File: src/rtl/mem_stage_if.sv
// rtl/mem_stage_if.sv - data-memory request/response bus between the MEM stage and data memory
//
// Signals:
//   dmem_req   : stage -> memory, access request (held until acknowledged)
//   dmem_we    : stage -> memory, write enable qualified by dmem_req
//   dmem_addr  : stage -> memory, byte address
//   dmem_wdata : stage -> memory, store data
//   dmem_rdata : memory -> stage, load data, valid with dmem_ack
//   dmem_ack   : memory -> stage, single-cycle completion strobe
// Modports: master (MEM stage side), slave (memory side).

interface mem_stage_if;
  logic        dmem_req;
  logic        dmem_we;
  logic [31:0] dmem_addr;
  logic [31:0] dmem_wdata;
  logic [31:0] dmem_rdata;
  logic        dmem_ack;

  modport master (
    output dmem_req, dmem_we, dmem_addr, dmem_wdata,
    input  dmem_rdata, dmem_ack
  );

  modport slave (
    input  dmem_req, dmem_we, dmem_addr, dmem_wdata,
    output dmem_rdata, dmem_ack
  );
endinterface

File: src/rtl/mem_stage.sv
// rtl/mem_stage.sv - pipeline MEM stage with stalling data-memory handshake and MEM/WB register
//
// Purpose: issues loads/stores to data memory, stalls the front of the pipeline
// until the memory acknowledges, and registers the MEM/WB fields.
// Optional feature: define MEM_ALIGN_CHECK_EN to reject word-misaligned accesses
// (no request, bubble, one-cycle misalign_fault pulse).
//
// Ports:
//   clock, reset          : rising-edge clock, asynchronous active-low reset
//   *_in                  : EX/MEM control and data fields (held stable by upstream while stall=1)
//   dmem                  : data-memory bus (mem_stage_if.master)
//   stall                 : hold PC, IF/ID, ID/EX and EX/MEM
//   pc_src                : branch taken
//   *_out, read_data_out  : registered MEM/WB fields
//   misalign_fault        : alignment error pulse (tied 0 without MEM_ALIGN_CHECK_EN)

module mem_stage (
  input  logic               clock,
  input  logic               reset,
  input  logic               mem_to_reg_in,
  input  logic               reg_write_in,
  input  logic               mem_read_in,
  input  logic               mem_write_in,
  input  logic               beq_instruction_in,
  input  logic               flag_beq_in,
  input  logic [31:0]        alu_result_in,
  input  logic [31:0]        mux2_result_in,
  input  logic [4:0]         reg_rd_in,
  mem_stage_if.master        dmem,
  output logic               stall,
  output logic               pc_src,
  output logic               mem_to_reg_out,
  output logic               reg_write_out,
  output logic [31:0]        read_data_out,
  output logic [31:0]        alu_result_out,
  output logic [4:0]         reg_rd_out,
  output logic               misalign_fault
);

  localparam logic [0:0] IDLE = 1'b0;
  localparam logic [0:0] BUSY = 1'b1;

  logic [0:0]  state_q, state_d;
  logic        mem_to_reg_q, mem_to_reg_d;
  logic        reg_write_q, reg_write_d;
  logic [31:0] read_data_q, read_data_d;
  logic [31:0] alu_result_q, alu_result_d;
  logic [4:0]  reg_rd_q, reg_rd_d;
  logic        misalign_q, misalign_d;

  logic access;
  logic misaligned;
  logic issue;
  logic is_load;
  logic req_c;
  logic stall_c;

  assign access  = mem_read_in | mem_write_in;
  // Read and write together is treated as a store, so no load data is returned.
  assign is_load = mem_read_in & ~mem_write_in;

`ifdef MEM_ALIGN_CHECK_EN
  assign misaligned = access & (alu_result_in[1:0] != 2'b00);
`else
  assign misaligned = 1'b0;
`endif

  assign issue = access & ~misaligned;

  always_comb begin
    state_d      = state_q;
    // Bubble by default: control bits cleared, data fields simply follow the inputs.
    mem_to_reg_d = 1'b0;
    reg_write_d  = 1'b0;
    read_data_d  = 32'h0;
    alu_result_d = alu_result_in;
    reg_rd_d     = reg_rd_in;
    misalign_d   = 1'b0;
    req_c        = 1'b0;
    stall_c      = 1'b0;
    case (state_q)
      IDLE: begin
        // dmem_ack is deliberately not looked at here.
        if (issue) begin
          req_c   = 1'b1;
          stall_c = 1'b1;
          state_d = BUSY;
        end else if (misaligned) begin
          misalign_d = 1'b1;
        end else begin
          mem_to_reg_d = mem_to_reg_in;
          reg_write_d  = reg_write_in;
        end
      end
      BUSY: begin
        req_c   = 1'b1;
        stall_c = ~dmem.dmem_ack;
        if (dmem.dmem_ack) begin
          state_d      = IDLE;
          mem_to_reg_d = mem_to_reg_in;
          reg_write_d  = reg_write_in;
          read_data_d  = is_load ? dmem.dmem_rdata : 32'h0;
        end
      end
      default: state_d = IDLE;
    endcase
  end

  always_ff @(posedge clock or negedge reset) begin
    if (!reset) begin
      state_q      <= IDLE;
      mem_to_reg_q <= 1'b0;
      reg_write_q  <= 1'b0;
      read_data_q  <= 32'h0;
      alu_result_q <= 32'h0;
      reg_rd_q     <= 5'h0;
      misalign_q   <= 1'b0;
    end else begin
      state_q      <= state_d;
      mem_to_reg_q <= mem_to_reg_d;
      reg_write_q  <= reg_write_d;
      read_data_q  <= read_data_d;
      alu_result_q <= alu_result_d;
      reg_rd_q     <= reg_rd_d;
      misalign_q   <= misalign_d;
    end
  end

  // Handshake and hazard outputs are gated by reset so they drop the moment reset asserts.
  assign dmem.dmem_req   = reset & req_c;
  assign dmem.dmem_we    = mem_write_in & dmem.dmem_req;
  assign dmem.dmem_addr  = alu_result_in;
  assign dmem.dmem_wdata = mux2_result_in;
  assign stall           = reset & stall_c;
  assign pc_src          = reset & beq_instruction_in & flag_beq_in;

  assign mem_to_reg_out  = mem_to_reg_q;
  assign reg_write_out   = reg_write_q;
  assign read_data_out   = read_data_q;
  assign alu_result_out  = alu_result_q;
  assign reg_rd_out      = reg_rd_q;
  assign misalign_fault  = misalign_q;

endmodule

File: src/flat_wrapper.sv
// flat-port wrapper written by rule: the top's interface ports become plain ports
module mem_stage_flat 
  (clock, reset, mem_to_reg_in, reg_write_in, mem_read_in, mem_write_in, beq_instruction_in, flag_beq_in, alu_result_in, mux2_result_in, reg_rd_in, stall, pc_src, mem_to_reg_out, reg_write_out, read_data_out, alu_result_out, reg_rd_out, misalign_fault, dmem_dmem_req, dmem_dmem_we, dmem_dmem_addr, dmem_dmem_wdata, dmem_dmem_rdata, dmem_dmem_ack);
  mem_stage_if dmem_i ();
  input  logic clock;
  input  logic reset;
  input  logic mem_to_reg_in;
  input  logic reg_write_in;
  input  logic mem_read_in;
  input  logic mem_write_in;
  input  logic beq_instruction_in;
  input  logic flag_beq_in;
  input  logic [31:0] alu_result_in;
  input  logic [31:0] mux2_result_in;
  input  logic [4:0] reg_rd_in;
  output logic stall;
  output logic pc_src;
  output logic mem_to_reg_out;
  output logic reg_write_out;
  output logic [31:0] read_data_out;
  output logic [31:0] alu_result_out;
  output logic [4:0] reg_rd_out;
  output logic misalign_fault;
  output wire logic [$bits(dmem_i.dmem_req)-1:0] dmem_dmem_req;
  output wire logic [$bits(dmem_i.dmem_we)-1:0] dmem_dmem_we;
  output wire logic [$bits(dmem_i.dmem_addr)-1:0] dmem_dmem_addr;
  output wire logic [$bits(dmem_i.dmem_wdata)-1:0] dmem_dmem_wdata;
  input wire logic [$bits(dmem_i.dmem_rdata)-1:0] dmem_dmem_rdata;
  input wire logic [$bits(dmem_i.dmem_ack)-1:0] dmem_dmem_ack;
  assign dmem_dmem_req = dmem_i.dmem_req;
  assign dmem_dmem_we = dmem_i.dmem_we;
  assign dmem_dmem_addr = dmem_i.dmem_addr;
  assign dmem_dmem_wdata = dmem_i.dmem_wdata;
  assign dmem_i.dmem_rdata = dmem_dmem_rdata;
  assign dmem_i.dmem_ack = dmem_dmem_ack;
  mem_stage u_core (.clock(clock), .reset(reset), .mem_to_reg_in(mem_to_reg_in), .reg_write_in(reg_write_in), .mem_read_in(mem_read_in), .mem_write_in(mem_write_in), .beq_instruction_in(beq_instruction_in), .flag_beq_in(flag_beq_in), .alu_result_in(alu_result_in), .mux2_result_in(mux2_result_in), .reg_rd_in(reg_rd_in), .dmem(dmem_i), .stall(stall), .pc_src(pc_src), .mem_to_reg_out(mem_to_reg_out), .reg_write_out(reg_write_out), .read_data_out(read_data_out), .alu_result_out(alu_result_out), .reg_rd_out(reg_rd_out), .misalign_fault(misalign_fault));
endmodule
File: config.mk
export PLATFORM = sky130hd
export DESIGN_NAME = mem_stage_flat
export DESIGN_NICKNAME = d
export VERILOG_FILES = /design/src/rtl/mem_stage_if.sv /design/src/rtl/mem_stage.sv /design/src/flat_wrapper.sv
export SDC_FILE = /design/constraint.sdc
export NUM_CORES = 1
export LEC_CHECK = 0
export CAP_MARGIN = 20
export CORE_UTILIZATION = 27
export CTS_CLUSTER_SIZE = 25
export DETAILED_ROUTE_END_ITERATION = 8
export PLACE_DENSITY = 0.73
export SYNTH_ARGS = -nofsm -noshare
export SYNTH_HDL_FRONTEND = slang
export SYNTH_SLANG_ARGS = --single-unit
File: constraint.sdc
create_clock -name clock -period 1.13 [get_ports clock]
set_input_delay 0.226 -clock clock [delete_from_list [all_inputs] [get_ports clock]]
set_output_delay 0.226 -clock clock [all_outputs]
set_load 0.03 [all_outputs]
==> results.md <==
- The number of max-slew violations in the final report was 0.
- Ranked by total cell area, the synthesized netlist is headed by dfrtp_1 68%, buf_4 19%, and2_2 6.6%.
- The total of warnings raised by yosys is 0.
- Setup repair after global routing could not meet its margin everywhere.
- Clock tree synthesis selected as its root buffer the cell clkbuf_8.
- The classification of the worst-slack hold path is input pin to asynchronous set/reset pin.
- Summed over all cells, the static leakage comes to between 2 and 2.5 nW.
- Using the TritonRoute via totals, the vias-per-cell ratio works out to a little under 4.
- For the final routed database, the setup TNS stands at -3.11 ns.
- The post-DP HPWL is 5180 um.
- In the finished design, the share of the clock period the worst path needs comes to 144%.
- The switching component of the power is approximately 0.0016 W.
- After synthesis, the most frequently instantiated cells are 72 x dfrtp_1, 65 x buf_4, 23 x and2_2, 12 x and2_1, 3 x buf_6.
- The delay contributed by the slowest stage of the critical path is 0.40 ns.
- The total area inside the core boundary comes to 0.00933 mm^2.
- Global routing used ~13% of the available tracks.
- In the synthesized netlist the dominant register cell turns out to be dfrtp_1.
- The peak-usage layer in the global routing report is met2.
- After global routing the overflow that remains totals 0.
- The number of distinct library cell variants in the gate-level netlist after synthesis is 12.
- The sort of element at the end of the critical path is an output port.
- In this run the count of I/O pins placed on the die edge is 250.
- At the later pin of the worst-skew pair, clock insertion delay measures about 0.34 ns.
- The worst path required time is roughly 0.90 ns.
- After clock tree synthesis, the clock-pin slew on the worst setup and hold paths is 0.08 ns.
- The signal on the critical path passes through or3_4 -> and3_4 -> buf_6.
- The number of DRC violations after detailed-routing iteration 0 is 16.
- The tool flagged a number of max-cap violations equal to 0.
- The hold violation count in the final report came to 0.
- The number of buffers created by CTS is 9.
- Static timing analysis puts the maximum clock frequency at between 600 and 700 MHz.
- The layout cell share with drive strength beyond 1 is 50.0%.
- The pre-CTS setup slack is -0.498 ns.
- Data arrives at the worst endpoint at 1.40 ns.
- In this run, the clock network consumes a little over a third of the power.
- The fraction of power spent switching nets is between 20% and 30%.
- The weighted congestion at the end of routability-driven global placement is slightly below 0.7.
- The mean instance size in the synthesized netlist is 14.4 um^2.
- The power per cell area is between 1000 and 1500 mW/mm^2.
- The count of buffers inserted at the top-level ports is roughly 180.
- Post-CTS timing repair inserted 0 buffers for setup.
- The most common cell in the netlist is dfrtp_1.
- The CTS sink count is between 70 and 80.
- Counting flops and latches in the post-synthesis netlist gives 72.
- For the pin with the worst max-slew slack, the measured transition is 0.531 ns.
- Across all setup checks in the final design, the least slack found is -0.492 ns.
- From synthesis to final layout, the design area changed by 68.9%.
- The share of total power dissipated in combinational logic is roughly a fifth.
- The total inserted antenna cells is 0.
- The top cell type's share of synthesized area is 68.5%.
- Global routing consumed, on the met2 layer, roughly a quarter of the routing resources.
- The internal power component is approximately 0.0043 W.
- After layout, the design draws a total of between 0.005 and 0.006 W.
- The final route contains about 1800 vias.
- The depth of the worst register-to-register path is 4.
- The worst setup path is launched from a flop.
- The starting utilization of the core area is between 20 and 30%.
- After layout, the minimum clock period comes to 1.62 ns.
- The filler cells instantiated in the layout total roughly 840.
- The run finished, with violations left.
- The die footprint is between 0.01 and 0.015 mm^2.
- The sequential cell fraction of total power is ~46%.
- The startpoint-to-endpoint class of the critical path is flop to output port.
- Counting every instance in the synthesized netlist gives roughly 180.
- In the routed design, unresolved DRC markers number 0.
- The via count of the first global-routing pass is approximately 1800.
- The register area share after synthesis is around two thirds.
- Of all nets on the critical path, the largest fanout is 5.
- For this run, the detailed router's first-pass iteration total came to 4.
- The met3 global-route usage is under 10%.
- For this design, the slowest cell found on the critical path is dfrtp_1.
- The total of endpoints with negative setup slack in the final report is 34.
- The TritonCTS clock tree is done.
- Headroom to the max-slew limit came out at 64.6%.
- The worst clock skew is between 0.01 and 0.015 ns.
- The floorplan has 35 rows.
- The number of buffers between clock root and the deepest sink is 2.
- The die extent in y is 101 um.
- The biggest area consumer among synthesized cells is dfrtp_1.
- The largest net degree at the start of global routing is 45.
- At the end of the flow, the number of nets in the layout was roughly 430.
- The count of antenna-violating nets left after detailed routing is 0.
- Once placement completed, the tool counted placed cells totaling about 440.
- The post-synthesis net count is between 200 and 300.
- The filler-free cell count of the finished design is around 460.
- The overall routed net length is roughly 6600 um.
- The clock tree synthesis step divided the H-tree into 3 levels.
- The routed length per placed instance is 14.4 um.
- The checks that failed: negative setup slack.
- Yosys mapped a number of flops with a built-in enable equal to 0.
- IR analysis of the VDD net gives a maximum drop of about 0.63 mV.
- Measured along the x axis, the die boundary spans between 100 and 150 um.
- The fraction of met1 tracks used by global routing is a little under an eighth.
- In this run the cell area of the synthesized design comes to ~0.0026 mm^2.
- The wire length of the first global-routing pass is between 9000 and 10000 um.
- For this run, asynchronously set or reset flops after synthesis account for 100%.
- The initial antenna violation count is 0.
## cells in the final DEF, fill, tap and decap left out
master / n
buf_6: 46
and2_1: 10
and2_2: 20
a21boi_1: 1
clkinv_2: 1
clkbuf_8: 10
dlygate4sd2_1: 8
and2_4: 5
conb_1: 1
bufinv_16: 1
clkinvlp_4: 2
nand2_1: 1
inv_6: 1
dlymetal6s2s_1: 2
clkdlybuf4s50_1: 66
buf_4: 62
dfrtp_1: 72
a21boi_0: 1
dlygate4sd3_1: 1
and3_4: 2
clkinv_4: 1
buf_12: 10
and4b_4: 1
or3_4: 1
## power groups by stage
stage          logic, W  clock network, W  registers [W]
4_1_cts         0.00111           0.00214        0.00271
3_5_place_dp    0.00109                 0        0.00276
3_3_place_gp    0.00108                 0        0.00276
2_1_floorplan  0.000511                 0        0.00296
6_report        0.00113           0.00205        0.00272
5_1_grt         0.00119           0.00225        0.00273
## worst paths after layout
kind                                                      end                     start  slack, ns
min in group clock         u_core.alu_result_out[2]$_DFF_PN0_          alu_result_in[2]       0.10
setup / recovery                                        stall  u_core.state_q$_DFF_PN0_      -0.49
hold / removal             u_core.read_data_out[10]$_DFF_PN0_                     reset       0.04
hold reg to reg                u_core.reg_write_out$_DFF_PN0_  u_core.state_q$_DFF_PN0_       0.62
setup reg to reg           u_core.read_data_out[26]$_DFF_PN0_  u_core.state_q$_DFF_PN0_      -0.10
max in group asynchronous  u_core.read_data_out[26]$_DFF_PN0_                     reset       0.23
## critical path, delay by kind of cell (launching register included)
family / cells / cell delay, ns
buffers and inverters: 1 / 0.13
DFF: 1 / 0.40
and+or+nand+nor: 2 / 0.52
## metal layers
| metal | wire length [um] | part of all wire (%) | vias to the layer above |
|---|---|---|---|
| li1 | - | - | 774 |
| met1 | 2080 | 32 | 860 |
| met2 | 3670 | 56 | 109 |
| met3 | 663 | 10 | 21 |
| met4 | 149 | 2.3 | 0 |
| met5 | 0 | 0 | - |
## final cells by class
type / instances / area, um^2 / area share (%)
sequential: 72 / 1800 / 40.5
tap: 129 / 161 / 3.63
timing repair buffer: 195 / 1950 / 43.9
multi-input combinational: 43 / 327 / 7.35
clock inverter: 6 / 67.6 / 1.52
clock buffer: 10 / 138 / 3.10
## flip-flops by register name, summed over array words and instances, names as in the netlist
name and flops:
u_core.alu_result_out 32, u_core.mem_to_reg_out 1, u_core.read_data_out 32, u_core.reg_rd_out 5, u_core.reg_write_out 1, u_core.state_q 1
## kinds of logic after synthesis
kind of cell / after synthesis / share of synthesized area [%]
flip-flops: 72 / 68.5
AND/OR/NAND/NOR: 40 / 11.0
buffers and inverters: 68 / 19.8
AO/OA/AOI/OAI: 2 / 0.571
other: 1 / 0.143
## stage by stage
stage / util (%) / hold slack [ns] / area, um^2
floorplan: - / -0.0696 / 2640
global placement: 43.3 / 0.0522 / 4040
detailed placement: 43.3 / 0.0579 / 4040
CTS: 46.2 / 0.0550 / 4310
global route: 47.6 / 0.0806 / 4440
finish: 47.6 / 0.0366 / 4440
## what timing repair did
| item | CTS | global route |
|---|---|---|
| gates resized for setup | 22 | 39 |
| endpoints found under the setup margin | 44 | 76 |
| cloned | 1 | 0 |
| endpoints found under the hold margin | 9 | 0 |
| hold buffers | 1 | 0 |
No activity file was read; power rests on OpenSTA's default activity.
==> edit 1: new RTL, same settings <==
Build with the macro `MEM_ALIGN_CHECK_EN` defined.
--- a/src/rtl/mem_stage.sv
+++ b/src/rtl/mem_stage.sv
@@ -13,6 +13,8 @@
 //   pc_src                : branch taken
 //   *_out, read_data_out  : registered MEM/WB fields
 //   misalign_fault        : alignment error pulse (tied 0 without MEM_ALIGN_CHECK_EN)
+
+`define MEM_ALIGN_CHECK_EN
 
 module mem_stage (
   input  logic               clock,
Formal check against the unedited RTL: not equivalent (a bounded check fails within 4 cycles, from zero or initial values and one cycle with reset low).
==> edit 1 against the original RTL <==
The flow still finishes with violations (negative setup slack). Synthesized area rose by 1.5%. Design area rose by 6.4%. Sequential cell count rose by 1. Worst setup slack improved by 0.031 ns. Synthesized cell count rose by 2.2%. Clock power rose by 12%. Total power rose by 5.9%. Clock skew fell by 0.0013 ns. Routed wire length rose by 16%. Critical path type unchanged. First-iteration DRC count rose by 63%. Register-to-register slack got worse by 0.16 ns. Largest power group unchanged. Highest routed layer unchanged.
==> edit 1: results (changes against the original RTL) <==
stage;metric;value;unit;change
worst_setup_path;worstPathMaxFanout;6;;was 5
finish;n_fill_cell;821;;was 837
pwr;internal_power;4630;uW;was 4330 uW
place;port_buffers;185;;was 184
routing;dr.first_iter.drc_count;26;;was 16
finish;buffers;202;;was 195
finish;seq_cell_count;73;;was 72
timing;holdWs;0.0178;ns;was 0.0366 ns
routing;wirelength;7620;um;was 6570 um
status;status;finished, violations left;;unchanged
finish;multi_input_gates;49;;was 43
grt;grt.total_usage;13.8;%;was 12.8%
timing;max_slew.worst_pin.slew;0.475;ns;was 0.531 ns
clock_tree;cts_resized;54;;was 22
synth;synth_area_leaders;dfrtp_1, buf_4, and2_2;;unchanged
timing;tns;-8.28;ns;was -3.11 ns
synth;netlist_instances;187;;was 183
worst_setup_path;ff2ff_path_depth;5;;was 4
worst_setup_path;worstPathArrival;1.36;ns;was 1.40 ns
grt;grt_pass1_vias;1942;;was 1750
pwr;clkPwrFrac;36.8;%;was 34.8%
worst_setup_path;critical-path-top-delay-family;flip-flops;;was simple AND/OR/NAND/NOR gates
pwr;p_leak;0.00229;uW;was 0.00217 uW
finish;fin_cells;469;;was 455
worst_setup_path;slowest_delay;0.42;ns;was 0.40 ns
timing;final.setup_skew;0.00973;ns;was 0.0110 ns
synth;synth_fp_nets;297;;was 293
clock_tree;hold_buffers;2;;was 1
finish;syn_to_final_growth;77.1;%;was 68.9%
place;place_area;0.00413;mm2;was 0.00404 mm2
synth;seq_area_frac_synth;68.4;%;was 68.5%
grt;grt_max_degree;40;;was 45
pwr;irDropWorstVdd;0.636;mV;was 0.632 mV
finish;buffer_area_share;44.3;%;was 43.9%
grt;grt_pass1_wl;10200;um;was 9320 um
worst_setup_path;r2r_slack;-0.26;ns;was -0.10 ns
timing;final_critical_path_setup_slack;-0.461;ns;was -0.492 ns
routing;viasPerCell;4.00;;was 3.88
place;dp_hpwl;5370;um;was 5180 um
timing;setup_viol;36;;was 34
clock_tree;cts_setup_buffers;1;;was 0
synth;synth.distinct_cells;15;;was 12
status;violations;negative setup slack;;unchanged
pwr;p_seq_share;44.1;%;was 46.1%
==> edit 1: layer usage <==
layer,routed length (um),GRT usage [%],up-vias
li1,-,-,816
met2,4340,26.7,126
met3,662,5.18,22
met4,172,6.24,0
met5,0,0,-
met1,2440,12.6,912
==> edit 1: how the worst max path moves through the flow <==
stage | from | slack, ns | depth (start not counted) | to
5_1_grt | u_core.state_q$_DFF_PN0_ | -0.52 | 4 | dmem_dmem_we
2_1_floorplan | u_core.state_q$_DFF_PN0_ | -0.05 | 2 | stall
3_3_place_gp | alu_result_in[0] | -0.55 | 4 | stall
3_5_place_dp | alu_result_in[0] | -0.52 | 4 | stall
4_1_cts | u_core.state_q$_DFF_PN0_ | -0.48 | 3 | stall
6_report | u_core.state_q$_DFF_PN0_ | -0.46 | 4 | dmem_dmem_we
==> edit 1: cells by family (layout without fill, tap and decap cells) <==
group,after synthesis,count (layout),synth area share (%)
AOI/OAI and AO/OA,4,4,1.36
DFF,73,73,68.4
and+or+nand+nor,43,45,11.0
buffers and inverters,67,218,19.3
==> edit 2: new RTL, same settings <==
Without the edit above. Take the reset off `read_data_q` and load it in a clocked block of its own.
--- a/src/rtl/mem_stage.sv
+++ b/src/rtl/mem_stage.sv
@@ -111,7 +111,6 @@
       state_q      <= IDLE;
       mem_to_reg_q <= 1'b0;
       reg_write_q  <= 1'b0;
-      read_data_q  <= 32'h0;
       alu_result_q <= 32'h0;
       reg_rd_q     <= 5'h0;
       misalign_q   <= 1'b0;
@@ -119,11 +118,14 @@
       state_q      <= state_d;
       mem_to_reg_q <= mem_to_reg_d;
       reg_write_q  <= reg_write_d;
-      read_data_q  <= read_data_d;
       alu_result_q <= alu_result_d;
       reg_rd_q     <= reg_rd_d;
       misalign_q   <= misalign_d;
     end
+  end
+
+  always_ff @(posedge clock) begin
+    read_data_q <= read_data_d;
   end
 
   // Handshake and hazard outputs are gated by reset so they drop the moment reset asserts.
Formal check against the unedited RTL: differs if reset is asserted again (counterexample within 4 cycles, from zero or initial values and one cycle with reset low); with reset held inactive, the same outputs for 10 cycles.
==> edit 2 against the original RTL <==
First-iteration DRC count unchanged. Sequential cell count stayed put. Clock skew fell by 0.0010 ns. Register-to-register slack improved by 0.06 ns. Routed wire length fell by 9.1%. The run still ends with negative setup slack left. Total power increased by 1.0%. Critical path depth unchanged. Sequential share of layout area decreased by 1.4 points. Worst setup slack improved by 0.027 ns. Synthesized area shrank 6.8%. Design area down 5.5%.
==> edit 2: results (changes against the original RTL) <==
stage;metric;value;unit;change
synth;synth_fp_nets;293;;unchanged
grt;antenna_found_initial;0;;unchanged
pwr;irDropWorstVdd;0.507;mV;was 0.632 mV
grt;grt.total_usage;12.3;%;was 12.8%
worst_setup_path;worstPathMaxFanout;3;;was 5
grt;grt_max_degree;33;;was 45
synth;seq_area_frac_synth;66.9;%;was 68.5%
synth;synth_area_leaders;dfrtp_1, dfxtp_1, buf_4;;was dfrtp_1, buf_4, and2_2
routing;wl_per_cell;13.7;um;was 14.4 um
status;violations;negative setup slack;;unchanged
timing;final_critical_path_setup_slack;-0.464;ns;was -0.492 ns
worst_setup_path;ff2ff_path_depth;3;;was 4
status;status;finished, violations left;;unchanged
timing;hold_violations;0;;unchanged
place;dp_hpwl;4620;um;was 5180 um
timing;holdWs;0.0722;ns;was 0.0366 ns
worst_setup_path;r2r_end;u_core.read_data_out[3]$_SDFF_PN0_;;was u_core.read_data_out[26]$_DFF_PN0_
synth;async_reset_ff_share;55.6;%;was 100%
routing;dr.pass1.iters;3;;was 4
grt;grt_pass1_vias;1731;;was 1750
routing;num_vias;1645;;was 1764
grt;grt_pass1_wl;8820;um;was 9320 um
min_path;hold_class;primary input to flip-flop;;was primary input to asynchronous set/reset pin
place;globalplace.congestion;0.733;;was 0.688
routing;dr.first_iter.drc_count;16;;unchanged
timing;final.setup_skew;0.00998;ns;was 0.0110 ns
synth;ys_top_cells_by_count;buf_4, dfrtp_1, dfxtp_1;;was dfrtp_1, buf_4, and2_2
pwr;p_leak;0.00199;uW;was 0.00217 uW
finish;layout.nets;432;;was 431
finish;drive_gt1_share;44.3;%;was 50.0%
place;place_area;0.00381;mm2;was 0.00404 mm2
timing;tns;-1.62;ns;was -3.11 ns
timing;setup_viol;35;;was 34
worst_setup_path;r2r_slack;-0.04;ns;was -0.10 ns
pwr;swShare;25.2;%;was 26.6%
## edit 2: cells by family (layout without fill, tap and decap cells)
logic type | count (synthesis) | count (layout) | share of synthesized area [%]
and+or+nand+nor | 40 | 40 | 11.0
AOI/OAI and AO/OA | 2 | 2 | 0.612
buffers and inverters | 68 | 212 | 21.3
other | 1 | 1 | 0.153
DFF | 72 | 72 | 66.9
## edit 2: worst reg2reg max path: cells and delay by family, from the launching register on
family                 cells  cell delay [ns]
AND/OR/NAND/NOR            2             0.63
buffers and inverters      1             0.12
flip-flops                 1             0.37
## edit 2: routing by layer
metal  wire length [um]  GRT usage, %
met3                589          3.96
met2               3210          22.1
met4                192          8.26
met1               1980          12.1
met5                  0             0
## edit 2: area by class of cell
type	instances	area, um2
Clock buffer	11	131
Clock inverter	5	81.3
Fill cell	799	4560
Multi-Input combinational cell	43	302
Sequential cell	72	1640
Tap cell	108	135
Timing Repair Buffer	196	1910
## edit 2: metrics by stage
stage / cells / util, % / setup WS, ns
3_3_place_gp: 416 / 43.5 / -0.450
2_1_floorplan: 183 / - / 0.00911
5_1_grt: 435 / 47.9 / -0.523
6_report: 435 / 47.9 / -0.464
3_5_place_dp: 416 / 43.5 / -0.476
4_1_cts: 435 / 46.6 / -0.494
## edit 2: power by group through the flow
stage               Sequential [uW]  Clock, uW  Combinational [uW]
global route                   2710       2350                1140
floorplan                      2950          0                 508
global placement               2750          0                1040
detailed placement             2750          0                1050
CTS                            2690       2260                1070
finish                         2700       2170                1090
## edit 2: repair_timing
item / 4_1_cts / 5_1_grt
hold buffers: 2 / 0
setup endpoints to repair: 15 / 68
setup buffers: 1 / 0
endpoints found under the hold margin: 10 / 0
gates resized for setup: 17 / 34
pin swaps: 12 / 3
